===== config.mk =====
export PLATFORM = sky130hd
export DESIGN_NAME = mem_arbiter
export DESIGN_NICKNAME = d
export VERILOG_FILES = /design/src/rtl/mem_arb_pkg.sv /design/src/rtl/mem_arb_pick.sv /design/src/rtl/mem_arbiter.sv
export SDC_FILE = /design/constraint.sdc
export NUM_CORES = 1
export LEC_CHECK = 0
export BUFFER_PORTS_ARGS = -buffer_cell sky130_fd_sc_hd__buf_2
export CORE_MARGIN = 2
export CORE_UTILIZATION = 30
export DETAILED_ROUTE_END_ITERATION = 12
export SLEW_MARGIN = 20
export SYNTH_ARGS = -nofsm -noshare
export SYNTH_HDL_FRONTEND = slang
export SYNTH_SLANG_ARGS = --single-unit

===== constraint.sdc =====
create_clock -name clk_i -period 1.75 [get_ports clk_i]
set_clock_uncertainty 0.15 [all_clocks]
set_input_delay 0.2625 -clock clk_i [delete_from_list [all_inputs] [get_ports clk_i]]
set_output_delay 0.2625 -clock clk_i [all_outputs]
set_load 0.005 [all_outputs]

===== src/rtl/mem_arb_pkg.sv =====
// Shared types and default widths for the memory arbiter.
package mem_arb_pkg;

    localparam int unsigned MEM_ARB_AW = 5;
    localparam int unsigned MEM_ARB_DW = 8;

    typedef enum logic [1:0] {
        IDLE   = 2'd0,
        ACCESS = 2'd1,
        RESP   = 2'd2
    } arb_state_e;

    typedef enum logic {
        REQ_CPU  = 1'b0,
        REQ_HOST = 1'b1
    } req_e;

endpackage


===== src/rtl/mem_arb_pick.sv =====
// Combinational winner select between CPU and host requests.
// MEM_ARB_RR_EN selects round-robin tie-break; otherwise the CPU always wins ties.
module mem_arb_pick
    import mem_arb_pkg::*;
(
    input  logic cpu_req_i,
    input  logic host_req_i,
    input  req_e last_winner_i,
    output req_e winner_c_o,
    output logic valid_c_o
);

`ifndef MEM_ARB_RR_EN
    logic unused_last_winner;
    assign unused_last_winner = last_winner_i;
`endif

    always_comb begin
        valid_c_o  = cpu_req_i | host_req_i;
        winner_c_o = REQ_CPU;
        if (host_req_i && !cpu_req_i) begin
            winner_c_o = REQ_HOST;
        end
`ifdef MEM_ARB_RR_EN
        // On a tie, the side that did not win last time goes next.
        else if (host_req_i && cpu_req_i && (last_winner_i == REQ_CPU)) begin
            winner_c_o = REQ_HOST;
        end
`endif
    end

endmodule


===== src/rtl/mem_arbiter.sv =====
// Serialises CPU and host accesses onto a single-port synchronous memory.
// Define MEM_ARB_RR_EN for round-robin tie-break; default is fixed CPU priority.
module mem_arbiter
    import mem_arb_pkg::*;
#(
    parameter int unsigned AW = MEM_ARB_AW,
    parameter int unsigned DW = MEM_ARB_DW
) (
    input  logic          clk_i,
    input  logic          rst_ni,
    input  logic          cpu_req_i,
    input  logic          cpu_we_i,
    input  logic [AW-1:0] cpu_addr_i,
    input  logic [DW-1:0] cpu_wdata_i,
    output logic          cpu_gnt_o,
    output logic          cpu_rvalid_o,
    output logic [DW-1:0] cpu_rdata_o,
    input  logic          host_req_i,
    input  logic          host_we_i,
    input  logic [AW-1:0] host_addr_i,
    input  logic [DW-1:0] host_wdata_i,
    output logic          host_gnt_o,
    output logic          host_rvalid_o,
    output logic [DW-1:0] host_rdata_o,
    output logic          mem_en_o,
    output logic          mem_we_o,
    output logic [AW-1:0] mem_addr_o,
    output logic [DW-1:0] mem_wdata_o,
    input  logic [DW-1:0] mem_rdata_i,
    output logic          busy_o
);

    arb_state_e    state_q, state_d;
    req_e          winner_q, winner_d;
    req_e          last_winner_q;
    req_e          pick_winner_c;
    logic          pick_valid_c;
    logic          grant_c;
    logic          en_q, en_d;
    logic          we_q, we_d;
    logic [AW-1:0] addr_q, addr_d;
    logic [DW-1:0] wdata_q, wdata_d;
    logic          cpu_gnt_q, cpu_gnt_d;
    logic          host_gnt_q, host_gnt_d;
    logic          cpu_rvalid_q, cpu_rvalid_d;
    logic          host_rvalid_q, host_rvalid_d;
    logic          busy_q, busy_d;

    mem_arb_pick u_pick (
        .cpu_req_i     (cpu_req_i),
        .host_req_i    (host_req_i),
        .last_winner_i (last_winner_q),
        .winner_c_o    (pick_winner_c),
        .valid_c_o     (pick_valid_c)
    );

    assign grant_c = (state_q == IDLE) && pick_valid_c;

`ifdef MEM_ARB_RR_EN
    // Remember the most recent grant so the next tie alternates.
    always_ff @(posedge clk_i or negedge rst_ni) begin
        if (!rst_ni) begin
            last_winner_q <= REQ_HOST;
        end else if (grant_c) begin
            last_winner_q <= pick_winner_c;
        end
    end
`else
    assign last_winner_q = REQ_HOST;
`endif

    always_ff @(posedge clk_i or negedge rst_ni) begin
        if (!rst_ni) begin
            state_q       <= IDLE;
            winner_q      <= REQ_CPU;
            en_q          <= 1'b0;
            we_q          <= 1'b0;
            addr_q        <= '0;
            wdata_q       <= '0;
            cpu_gnt_q     <= 1'b0;
            host_gnt_q    <= 1'b0;
            cpu_rvalid_q  <= 1'b0;
            host_rvalid_q <= 1'b0;
            busy_q        <= 1'b0;
        end else begin
            state_q       <= state_d;
            winner_q      <= winner_d;
            en_q          <= en_d;
            we_q          <= we_d;
            addr_q        <= addr_d;
            wdata_q       <= wdata_d;
            cpu_gnt_q     <= cpu_gnt_d;
            host_gnt_q    <= host_gnt_d;
            cpu_rvalid_q  <= cpu_rvalid_d;
            host_rvalid_q <= host_rvalid_d;
            busy_q        <= busy_d;
        end
    end

    // Next state plus the values every registered output takes in that state.
    always_comb begin
        state_d       = state_q;
        winner_d      = winner_q;
        en_d          = 1'b0;
        we_d          = 1'b0;
        addr_d        = addr_q;
        wdata_d       = wdata_q;
        cpu_gnt_d     = 1'b0;
        host_gnt_d    = 1'b0;
        cpu_rvalid_d  = 1'b0;
        host_rvalid_d = 1'b0;
        unique case (state_q)
            IDLE: begin
                if (grant_c) begin
                    state_d  = ACCESS;
                    winner_d = pick_winner_c;
                    en_d     = 1'b1;
                    if (pick_winner_c == REQ_HOST) begin
                        we_d       = host_we_i;
                        addr_d     = host_addr_i;
                        wdata_d    = host_wdata_i;
                        host_gnt_d = 1'b1;
                    end else begin
                        we_d      = cpu_we_i;
                        addr_d    = cpu_addr_i;
                        wdata_d   = cpu_wdata_i;
                        cpu_gnt_d = 1'b1;
                    end
                end
            end
            ACCESS: begin
                if (we_q) begin
                    state_d = IDLE;
                end else begin
                    state_d       = RESP;
                    cpu_rvalid_d  = (winner_q == REQ_CPU);
                    host_rvalid_d = (winner_q == REQ_HOST);
                end
            end
            RESP:    state_d = IDLE;
            default: state_d = IDLE;
        endcase
        busy_d = (state_d != IDLE);
    end

    assign mem_en_o      = en_q;
    assign mem_we_o      = we_q;
    assign mem_addr_o    = addr_q;
    assign mem_wdata_o   = wdata_q;
    assign cpu_gnt_o     = cpu_gnt_q;
    assign host_gnt_o    = host_gnt_q;
    assign cpu_rvalid_o  = cpu_rvalid_q;
    assign host_rvalid_o = host_rvalid_q;
    assign cpu_rdata_o   = mem_rdata_i;
    assign host_rdata_o  = mem_rdata_i;
    assign busy_o        = busy_q;

endmodule

Word-level counts from Yosys, hierarchy flattened

Index checks and enable logic that the tools add are counted.

Register bits: 23
Input bits: 40
Output and inout port bits: 36
Word-level logic and storage cells: 41

Equal/unequal tests: 1
Multiplexer cells: 21
Bitwise operators: 2
Reduce and logical (&&, ||, !) cells: 6

Operators by type and width:

| operator                                            | count |
|---|---|
| 2-to-1 mux 1 bit                                    | 16 |
| 2-to-1 mux 8 bit                                    | 1 |
| 2-to-1 mux 5 bit                                    | 1 |
| 2-to-1 mux 2 bit                                    | 2 |
| case mux 2 bit (2 select lines)                     | 1 |
| equality test 2 x 1 -> 1 bit, second input constant | 1 |
| logical AND 1 bit                                   | 2 |
| zero test 2 bit                                     | 1 |
| AND reduction 2 bit                                 | 1 |
| nonzero test 2 bit                                  | 1 |
| zero test 1 bit                                     | 1 |
| inverter 1 bit                                      | 1 |
| bitwise OR 1 bit                                    | 1 |

Depth between registers and ports, before layout

Depth after elaboration: 6
Depth in mapped cells: 5
Gate-level depth less buffers: 3

By module

A second synthesis with hierarchy kept.

Cell total of the unflattened synthesis: 84
Area total of the unflattened synthesis: 1169.9 sq um

By module, submodules not included:

| module       | instances | cells each | area an instance (sq um) | seq. area each (sq um) |
|---|---|---|---|---|
| mem_arbiter  | 1         | 82         | 1157.4                   | 575.6 |
| mem_arb_pick | 1         | 2          | 12.5                     | 0.0 |

Worst setup path after synthesis

OpenSTA, ideal clock, no wires.

Kind: register -> register
Start point: register state_q[0]
End point: register addr_q[0] (netlist: mem_addr_o[0])
Setup time: 0.121 ns
Arrival time: 1.108 ns
Data required time: 1.479 ns
Setup slack: 0.371 ns
Cell stages (with the launch flop): 6
Buffers on the path: 2
Period minus slack after synthesis: 1.379 ns
Cells stage by stage: dfrtp_1 -> or2_1 -> clkbuf_1 -> buf_2 -> o21ai_1 -> nand2_1

Word-level cells in the longest chain between the ends: 3

Ends and longest elaborated chain:

| element                                | RTL line                              | text |
|---|---|---|
| start: declaration                     | mem_arbiter.sv:33                     | `arb_state_e state_q, state_d;` |
| start signal: assignment               | mem_arbiter.sv:86                     | `state_q <= state_d;` |
| zero test 2 bit *                      | mem_arbiter.sv:57, mem_arbiter.sv:112 |  |
| logical AND 1 bit                      | mem_arbiter.sv:57                     | `assign grant_c = (state_q == IDLE) && pick_valid_c;` |
| AND reduction 2 bit (no source line) * | n/a                                   |  |
| end signal: assignment                 | mem_arbiter.sv:90                     | `addr_q <= addr_d;` |
| end: declaration                       | mem_arbiter.sv:41                     | `logic [AW-1:0] addr_q, addr_d;` |

Mark *: on every way between the ends. The rest lies on a longest branch, timed or not.
A chain may end at the register's enable or synchronous reset.

Final worst setup path

Start point: register state_q[0]
End point: register addr_q[1] (netlist: mem_addr_o[1])

The elaborated chain is that of the path after synthesis.

==> impl_metrics.csv <==
group,metric,value,unit
floorplan,die_w,63.01,µm
yosys,synth_top_area_frac,0.5509,
setup_path,arrival,1.49,ns
setup_path,crit_path_end_kind,"flop",
power,p_total,0.001864,W
worst_hold_path,hp-class,"input pin to flop",
floorplan,die-area,0.003970,mm²
yosys,synthTopCellsByArea,"dfrtp_1 55%, buf_4 11%, a22oi_1 9.3%",
finish,final_area,0.001276,mm²
setup_path,worstRegToRegCells,3,
timing,max_freq,691.4,MHz
cts,numCtsBuffers,3,
place,gp_congestion,0.7233,
place,place_area,0.001240,mm²
yosys,synth_most_common_cell,"dfrtp_1",
setup_path,path_max_fanout,16,
floorplan,start_util,0.3131,
routing,vias,797,
setup_path,crit_end,"mem_addr_o[1]$_DFFE_PN0P_",
yosys,syn_area,0.001045,mm²
setup_path,startpoint,"state_q[0]$_DFF_PN0_",
power,internal_power,0.001210,W
yosys,synth_fa_ha_area_frac,0,
flow_run,max_cap_viol_count,0,
setup_path,crit_required,1.79,ns
routing,final_antenna_net_count,0,
yosys,synth_edf_count,0,
place,io_buffers,51,
power,p_per_area,1461,mW/mm²
power,p_leak,0.6926,nW
yosys,synthSimpleGateAreaFrac,0.1126,
timing,finalSetupViolCount,0,
setup_path,timing.rr.end,"mem_addr_o[1]$_DFFE_PN0P_",
cts,cts_resized,0,
timing,min_period,1.446,ns
power,clockPowerShare,0.123,
yosys,yosys.area.top_type,"dfrtp_1",
timing,whs,0.03186,ns
floorplan,num_io_pins,76,
yosys,synth_top_family_by_area,"compound AO/OA/AOI/OAI gates",
routing,drc,0,
yosys,synthDistinctLibCells,16,
cts,cts_buffer_depth,2,
floorplan,core.rowCount,21,
setup_path,worst_r2r_startpoint,"state_q[0]$_DFF_PN0_",
grt,grt_max_degree,24,
cts,clk_pin_slew,0.11,ns
cts,clk_latency,0.29,ns
cts,cts_tree,"done",
timing,tightest_slew,0.5001,ns
setup_path,ff2ff_setup_slack,0.30,ns
setup_path,start_kind,"flop",
power,peakVddDrop,0.3294,mV
routing,firstDrtPassIters,4,
yosys,synth.avg_cell_area,10.66,µm²
routing,vias_per_cell,4.332,
power,p_sw_frac,0.3511,
grt,antenna_found_initial,0,
grt,grt_overflow,0,
finish,drive_gt1_frac,0.4565,
timing,min_period_over_period,0.8264,
routing,drtIter0Drc,37,
timing,hold_viol,0,
finish,layout-area-overhead-vs-synth,22.16,%
floorplan,core-area,0.003337,mm²
floorplan,fp.dieH,63.01,µm
power,switchingPower,0.0006545,W
grt,track_usage,0.1143,
grt,grt_pass1_wl,3.601,mm
cts,root_buffer,"clkbuf_4",
timing,totalNegativeSetupSlack,0,ns
power,seqPwrFrac,0.475,
setup_path,crit_type,"flop to flop",
routing,wl_per_cell,12.05,µm
cts,clock-sinks,23,
status,status,"complete, no violations",
yosys,ys_seq_area_frac,0.5509,
yosys,synthFlopType,"dfrtp_1",
yosys,synthTopCellsByCount,"23 x dfrtp_1, 16 x buf_4, 14 x nand2_1, 13 x a22oi_1",
finish,utilization,0.3825,
timing,maxSlewViolCount,0,
timing,relSlewSlack,0.6666,
yosys,synth-seq-cells,23,
yosys,async_reset_ff_frac,1.000,
power,combPwrFrac,0.402,
yosys,yosys_warnings,0,
timing,rsz0062_at_grt,"no",
routing,wl,2.217,mm
cts,htreeDepth,1,
finish,diodes,0,
yosys,synthMuxAreaShare,0,
yosys,synth_cells,98,
place,dp_hpwl,1.701,mm
yosys,syn_nets,138,
yosys,synthXorXnorAreaFrac,0,
grt,grt_pass1_vias,798,
yosys,synth_compound_area_frac,0.1808,
finish,fin_nets,179,
==> cell type report <==
| type | instances | area (µm²) |
|---|---|---|
| multi-input cells | 52 | 306.5 |
| well taps | 46 | 57.56 |
| fillers | 367 | 2061 |
| clock buffers | 4 | 26.28 |
| inverters | 2 | 7.507 |
| flip-flops and latches | 23 | 575.6 |
| repair buffers | 57 | 302.8 |
==> state kept, by name, summed over array words and instances (netlist names) <==
name / cells
mem_we_o: 1
host_gnt_o: 1
mem_en_o: 1
cpu_rvalid_o: 1
winner_q: 1
state_q: 2
mem_wdata_o: 8
cpu_gnt_o: 1
host_rvalid_o: 1
mem_addr_o: 5
busy_o: 1
==> how the worst min path moves through the flow <==
stage | start | to | slack [ns] | depth (start not counted)
6_report | cpu_addr_i[1] | mem_addr_o[1]$_DFFE_PN0P_ | 0.03 | 3
3_5_place_dp | rst_ni | mem_we_o$_DFF_PN0_ | 0.11 | 1
2_1_floorplan | rst_ni | busy_o$_DFF_PN0_ | -0.18 | 0
3_3_place_gp | rst_ni | busy_o$_DFF_PN0_ | 0.1 | 1
4_1_cts | cpu_addr_i[1] | mem_addr_o[1]$_DFFE_PN0P_ | 0.02 | 3
5_1_grt | cpu_we_i | mem_we_o$_DFF_PN0_ | 0.003 | 2
==> kinds of logic (layout without fill, tap and decap cells) <==
kind of cell           after synthesis  after routing
and+or+nand+nor                     23             23
buffers and inverters               23             63
DFF                                 23             23
AOI/OAI and AO/OA                   29             29
==> worst max-delay path, stage by stage (launching register included) <==
cell	delay, ns
dfrtp_1	0.45
or2_1	0.44
o21ai_0	0.24
nand2_1	0.06
==> per-layer routing <==
layer,global-route usage,share of wire,up-vias
met5,0,0,-
met1,0.1367,0.40,361
met3,0.03784,0.098,3
li1,-,-,399
met4,0.04167,0.0027,0
met2,0.1902,0.50,34
==> layout by cell type (no fill, tap or decap) <==
master         instances
nor4b_4                1
or2_1                  1
nor3b_2                1
nor2_1                 6
o21bai_2               1
o21ai_1                7
clkbuf_4               3
buf_4                  5
a22o_2                 1
dfrtp_1               23
dlygate4sd3_1          1
nand2_1               14
a22oi_1               13
o21ai_0                7
clkbuf_1               1
inv_1                  2
buf_2                 51
==> through the flow <==
stage                     setup WS [ns]  instances
after CTS                        0.2875        184
after detailed placement         0.3004        179
after floorplan                  0.3711         98
after global placement           0.3704        179
final                            0.3037        184
after global routing             0.1954        184
==> power by group through the flow <==
| stage | combinational, W | sequential [W] | clock, W |
|---|---|---|---|
| after floorplan | 0.000437 | 0.000917 | 0 |
| after global placement | 0.000748 | 0.000890 | 0 |
| after detailed placement | 0.000768 | 0.000903 | 0 |
| after CTS | 0.000772 | 0.000890 | 0.000245 |
| after global routing | 0.000849 | 0.000919 | 0.000269 |
| final | 0.000750 | 0.000885 | 0.000229 |
==> what timing repair did <==
item | in CTS | in global routing
hold endpoints to repair | 23 | 0
setup endpoints to repair | 0 | 0
setup buffers | 0 | 0
hold buffers | 1 | 0
Power figures use the tool's default switching activity.
